==> config.mk <==
export PLATFORM = sky130hd
export DESIGN_NAME = uart_sample_framer
export DESIGN_NICKNAME = d
export VERILOG_FILES = /design/src/rtl/uart_sample_framer.sv
export SDC_FILE = /design/constraint.sdc
export NUM_CORES = 1
export LEC_CHECK = 0
export ABC_AREA = 1
export CAP_MARGIN = 20
export CELL_PAD_IN_SITES_DETAIL_PLACEMENT = 0
export CELL_PAD_IN_SITES_GLOBAL_PLACEMENT = 1
export CORE_MARGIN = 2
export CORE_UTILIZATION = 49
export DETAILED_ROUTE_END_ITERATION = 10
export HOLD_SLACK_MARGIN = 0.05
export PLACE_DENSITY_LB_ADDON = 0.1
export SLEW_MARGIN = 20
export SYNTH_ARGS = -nofsm -noshare
export SYNTH_HDL_FRONTEND = slang
export SYNTH_SLANG_ARGS = --single-unit
==> constraint.sdc <==
create_clock -name clk -period 3.57 [get_ports clk]
set_input_delay 0.714 -clock clk [delete_from_list [all_inputs] [get_ports clk]]
set_output_delay 0.714 -clock clk [all_outputs]
set_load 0.03 [all_outputs]
==> src/rtl/uart_sample_framer.sv <==
// uart_sample_framer
//
// Buffers 16-bit decimated sigma-delta samples in a small FIFO and streams
// each one to the UART transmitter as a 4-byte frame:
//   sync byte, sample[15:8], sample[7:0], sample[15:8] ^ sample[7:0]
// The FIFO decouples the filter's sample rate from UART throughput. Dropped
// samples and transmitter errors are latched in sticky flags.
//
// Ports:
//   clk          system clock, all logic on its rising edge
//   rstb         asynchronous active-low reset
//   enable       allows new frames to start (a running frame always finishes)
//   sampleData   16-bit sample word
//   sampleValid  single-cycle write strobe for sampleData
//   clearFlags   clears overflow and txFault
//   txBusy       UART transmitter busy
//   txErr        UART transmitter error
//   txSend       single-cycle send strobe to the UART transmitter
//   txData       byte presented to the UART transmitter
//   busy         a frame is in progress
//   fifoCount    current FIFO occupancy
//   overflow     sticky: a sample was dropped because the FIFO was full
//   txFault      sticky: txErr was seen while a frame was in progress

module uart_sample_framer #(
    parameter int         C_UART_DATA_WIDTH = 8,
    parameter int         C_FIFO_DEPTH      = 16,
    parameter logic [7:0] C_SYNC_BYTE       = 8'hA5,
    parameter int         C_ACK_TIMEOUT     = 15
) (
    input  logic                          clk,
    input  logic                          rstb,
    input  logic                          enable,
    input  logic [15:0]                   sampleData,
    input  logic                          sampleValid,
    input  logic                          clearFlags,
    input  logic                          txBusy,
    input  logic                          txErr,
    output logic                          txSend,
    output logic [C_UART_DATA_WIDTH-1:0]  txData,
    output logic                          busy,
    output logic [$clog2(C_FIFO_DEPTH):0] fifoCount,
    output logic                          overflow,
    output logic                          txFault
);

    localparam int              ADDR_W     = $clog2(C_FIFO_DEPTH);
    localparam logic [ADDR_W:0] FULL_COUNT = C_FIFO_DEPTH[ADDR_W:0];
    localparam logic [7:0]      ACK_LIMIT  = C_ACK_TIMEOUT[7:0];

    typedef enum logic [1:0] {IDLE, SEND, WAIT_ACK, WAIT_DONE} FramerState;

    FramerState        state;
    FramerState        stateNext;
    logic [1:0]        byteIdx;
    logic [1:0]        byteIdxNext;
    logic [7:0]        ackTimer;
    logic [7:0]        ackTimerNext;
    logic [15:0]       frameReg;
    logic [15:0]       frameRegNext;
    logic [7:0]        byteNext;
    logic              fifoFull;
    logic              push;
    logic              pop;
    logic [ADDR_W-1:0] wrPtr;
    logic [ADDR_W-1:0] rdPtr;
    logic [15:0]       fifoMem [C_FIFO_DEPTH];

    // Full is judged on the registered count only, so a pop in the same
    // cycle never makes room for a write that arrives while full.
    assign fifoFull = (fifoCount == FULL_COUNT);
    assign push     = sampleValid && !fifoFull;
    assign busy     = (state != IDLE);

    // Next-state logic. The head of the FIFO is copied into the frame
    // register on the pop, so the FIFO slot is free as soon as a frame starts.
    // WAIT_ACK counts cycles without txBusy and re-sends the same byte when
    // the limit is reached; there is no retry limit.
    always_comb begin
        stateNext    = state;
        byteIdxNext  = byteIdx;
        ackTimerNext = ackTimer;
        frameRegNext = frameReg;
        pop          = 1'b0;
        case (state)
            IDLE: begin
                if (enable && (fifoCount != '0)) begin
                    pop          = 1'b1;
                    frameRegNext = fifoMem[rdPtr];
                    byteIdxNext  = 2'd0;
                    stateNext    = SEND;
                end
            end
            SEND: begin
                ackTimerNext = 8'd0;
                stateNext    = WAIT_ACK;
            end
            WAIT_ACK: begin
                if (txBusy) begin
                    stateNext = WAIT_DONE;
                end else begin
                    ackTimerNext = ackTimer + 8'd1;
                    if (ackTimerNext == ACK_LIMIT) begin
                        stateNext = SEND;
                    end
                end
            end
            WAIT_DONE: begin
                if (!txBusy) begin
                    if (byteIdx != 2'd3) begin
                        byteIdxNext = byteIdx + 2'd1;
                        stateNext   = SEND;
                    end else begin
                        stateNext = IDLE;
                    end
                end
            end
            default: stateNext = IDLE;
        endcase
    end

    // Byte that will be on txData when the machine next enters SEND. Using
    // the next-state values lets txSend/txData be plain registers that line
    // up exactly with the SEND state.
    always_comb begin
        byteNext = C_SYNC_BYTE;
        case (byteIdxNext)
            2'd0:    byteNext = C_SYNC_BYTE;
            2'd1:    byteNext = frameRegNext[15:8];
            2'd2:    byteNext = frameRegNext[7:0];
            default: byteNext = frameRegNext[15:8] ^ frameRegNext[7:0];
        endcase
    end

    // Sample storage. The array is not reset; resetting the pointers and the
    // count is enough to discard its contents.
    always_ff @(posedge clk) begin
        if (push) begin
            fifoMem[wrPtr] <= sampleData;
        end
    end

    // State, frame, FIFO bookkeeping, registered UART outputs and sticky
    // flags. On the flags a set event in the same cycle beats clearFlags.
    always_ff @(posedge clk or negedge rstb) begin
        if (!rstb) begin
            state     <= IDLE;
            byteIdx   <= 2'd0;
            ackTimer  <= 8'd0;
            frameReg  <= 16'd0;
            txSend    <= 1'b0;
            txData    <= '0;
            wrPtr     <= '0;
            rdPtr     <= '0;
            fifoCount <= '0;
            overflow  <= 1'b0;
            txFault   <= 1'b0;
        end else begin
            state    <= stateNext;
            byteIdx  <= byteIdxNext;
            ackTimer <= ackTimerNext;
            frameReg <= frameRegNext;
            txSend   <= (stateNext == SEND);
            if (stateNext == SEND) begin
                txData <= C_UART_DATA_WIDTH'(byteNext);
            end
            if (push) begin
                wrPtr <= wrPtr + 1'b1;
            end
            if (pop) begin
                rdPtr <= rdPtr + 1'b1;
            end
            if (push && !pop) begin
                fifoCount <= fifoCount + 1'b1;
            end else if (pop && !push) begin
                fifoCount <= fifoCount - 1'b1;
            end
            if (sampleValid && fifoFull) begin
                overflow <= 1'b1;
            end else if (clearFlags) begin
                overflow <= 1'b0;
            end
            if (txErr && (state != IDLE)) begin
                txFault <= 1'b1;
            end else if (clearFlags) begin
                txFault <= 1'b0;
            end
        end
    end

endmodule

==> results.json <==
{
  "num-fill-cells": 2330,
  "die_y_um": 171,
  "hp-class": "in2async",
  "syn_nets": 1392,
  "crit_fanout": 5,
  "core_region_area_um2": 27100,
  "wl_per_cell_um": 17.8,
  "synth_common_cells": "478 x nand2_1, 256 x edfxtp_1, 191 x nand3_1",
  "area_growth_pct": 15.3,
  "diodes": 0,
  "cp-start-kind": "flop",
  "wl_um": 32100,
  "clock_path_buffers": 3,
  "htree_num_levels": 2,
  "min_period_over_period_pct": 81.5,
  "crit_type": "reg2out",
  "cp.required_ns": 2.86,
  "final-setup-viol-count": 0,
  "cts_tree": "yes",
  "start_util_pct": 50.2,
  "hpwl_um": 19000,
  "powerDensity_nw_per_um2": 824,
  "grt_pass1_wl_um": 50500,
  "nets": 1445,
  "cts.repair.resized": 0,
  "holdBufCountCts": 0,
  "gp_congestion": 0.789,
  "clock_sinks": 308,
  "synthesis.area_um2": 13600,
  "arrival_ns": 2.20,
  "end_kind": "primary output",
  "ys_ff_latch": 308,
  "drc_errors": 0,
  "rsz0062_at_grt": "no",
  "hold_viol": 0,
  "ys_types": 34,
  "period_minus_slack_ns": 2.91,
  "cts_buffers": 36,
  "status": "complete, no violations",
  "dp.cells": 1740,
  "synth_top_area_share_pct": 56.5,
  "synth_most_common_cell": "nand2_1",
  "fin_worst_skew_ns": 0.0151,
  "max-vdd-ir-drop_mv": 0.455,
  "grt_pass1_vias": 8817,
  "yosysWarnings": 0,
  "ys_top_cells_by_area": "edfxtp_1 57%, nand2_1 13%, dfrtp_1 9.6%",
  "crit_chain": "inv_1 -> ha_1 -> inv_1 -> clkdlybuf4s50_1",
  "synth_edf_count": 256,
  "drt_pre_antenna_iters": 5,
  "p_leak_nw": 6.64,
  "setup_tns_ns": 0,
  "root_buffer": "clkbuf_16",
  "cp_slowest_stage_delay_ns": 0.70,
  "overflow": 0,
  "maxSlewViolCount": 0,
  "synthArstFlopShare_pct": 16.9,
  "io_buffer_count": 39,
  "yosys.area.top_type": "edfxtp_1",
  "drive_gt1_share_pct": 9.43,
  "fmaxAchievable_ghz": 0.343,
  "synth-seq-area-share_pct": 66.1,
  "insertion_delay_ns": 0.51,
  "synth-main-ff-cell": "edfxtp_1",
  "cts_post_setup_buffers_inserted": 0,
  "grt_max_degree": 75,
  "row_count": 60,
  "critPathMostFrequentCell": "inv_1",
  "max-slew-margin-rel_pct": 37.5,
  "critical_path.slowest_cell": "clkdlybuf4s50_1",
  "viasPerCell": 5.15,
  "synthCells": 1353,
  "instances_no_fill": 1803,
  "maxCapViolCount": 0,
  "drt.antenna.violating_nets": 0,
  "die_area_um2": 29100,
  "avgSynthCellArea_um2": 10.0,
  "track_usage_pct": 22.9,
  "clk_pin_slew_ns": 0.06,
  "die_w_um": 171,
  "drt-initial-drc-count": 732,
  "tightest_slew_ns": 0.938,
  "grt_antenna_before_repair": 0,
  "ios": 40,
  "vias": 9286
}
cell type report:
cell class	count	area [um2]	share of cell area (%)
sequential	308	8990	57.4
multi-input combinational	820	3750	23.9
clock buffer	46	958	6.11
timing repair buffer	72	708	4.52
inverter	168	632	4.03
tap	372	465	2.97
clock inverter	17	175	1.12
path summary, 6_finish.rpt:
kind                                             from                  endpoint  slack [ns]  depth (start not counted)
worst max-delay path               state[1]$_DFF_PN0_                      busy        0.66                          4
worst min-delay path                             rstb     frameReg[4]$_DFF_PN0_        0.28                          1
worst max register to register     state[1]$_DFF_PN0_  fifoCount[4]$_DFFE_PN0P_        0.96                         14
worst min register to register  txData[7]$_DFFE_PN0N_     txData[7]$_DFFE_PN0N_        0.48                          2
max in group asynchronous                        rstb      rdPtr[1]$_DFFE_PN0P_        2.51                          2
min in group clk                txData[7]$_DFFE_PN0N_     txData[7]$_DFFE_PN0N_        0.48                          2
kinds of logic (layout without fill, tap and decap cells):
kind of cell	after synthesis	count (layout)	synth area share, %
AND/OR/NAND/NOR	759	759	23.6
buffers and inverters	225	303	6.64
flip-flops	308	308	66.1
adder cells (fa/ha/maj)	16	16	1.53
XOR/XNOR	9	9	0.580
AO/OA/AOI/OAI	36	36	1.56
worst max-delay path: cells and delay by family (launching register included):
kind	cells	cell delay, ns
buffers and inverters	3	1.00
adders and majority gates	1	0.25
DFF	1	0.45
state kept, by name, summed over array words and instances, names as in the netlist:
| register | cells |
|---|---|
| txSend | 1 |
| txFault | 1 |
| txData | 8 |
| frameReg | 16 |
| overflow | 1 |
| ackTimer | 8 |
| fifoCount | 5 |
| byteIdx | 2 |
| fifoMem | 256 |
| wrPtr | 4 |
| rdPtr | 4 |
| state | 2 |
power breakdown:
part / total, mW / internal, mW / switching (mW) / leakage (nW)
Clock: 3.52 / 2.12 / 1.40 / 0.561
Sequential: 4.70 / 4.46 / 0.235 / 2.94
Combinational: 4.69 / 1.49 / 3.21 / 3.14
Total: 12.9 / 8.07 / 4.85 / 6.64
per-stage QoR:
step / worst slack [ns] / area [um2] / power, mW / utilization [%] / hold slack, ns
after global placement: 0.601 / 14500 / 9.43 / 53.7 / 0.465
after global routing: 0.553 / 15700 / 13.7 / 57.9 / 0.350
final: 0.659 / 15700 / 12.9 / 57.9 / 0.278
after detailed placement: 0.610 / 14500 / 9.47 / 53.7 / 0.470
after CTS: 0.668 / 15700 / 13.0 / 57.9 / 0.316
after floorplan: 0.776 / 13600 / 7.90 / - / 0.418
routing by layer:
metal / GRT usage [%] / up-vias / routed length, um
met5: 0 / - / 0
li1: - / 4512 / -
met4: 5.43 / 0 / 532
met3: 3.93 / 48 / 2040
met2: 37.0 / 256 / 14900
met1: 32.7 / 4470 / 14700
cell usage in the layout (no fill, tap or decap), types with 2 or more instances in the layout:
master and count:
nand2_1 478, edfxtp_1 256, nand3_1 191, inv_1 161
dfrtp_1 50, clkdlybuf4s50_1 38, nor2_1 36, clkbuf_16 36
buf_4 27, o21ai_0 19, nor2_2 18, or2_2 17
ha_1 15, nand4_1 10, clkinv_2 9, clkinv_1 8
xor2_1 8, clkbuf_1 8, buf_12 6, a21oi_1 5
nand2_2 4, o22ai_1 4, bufinv_16 3, nand3_2 2
a21o_1 2, clkbuf_8 2
Note: power is estimated with default switching activity, not from simulation.
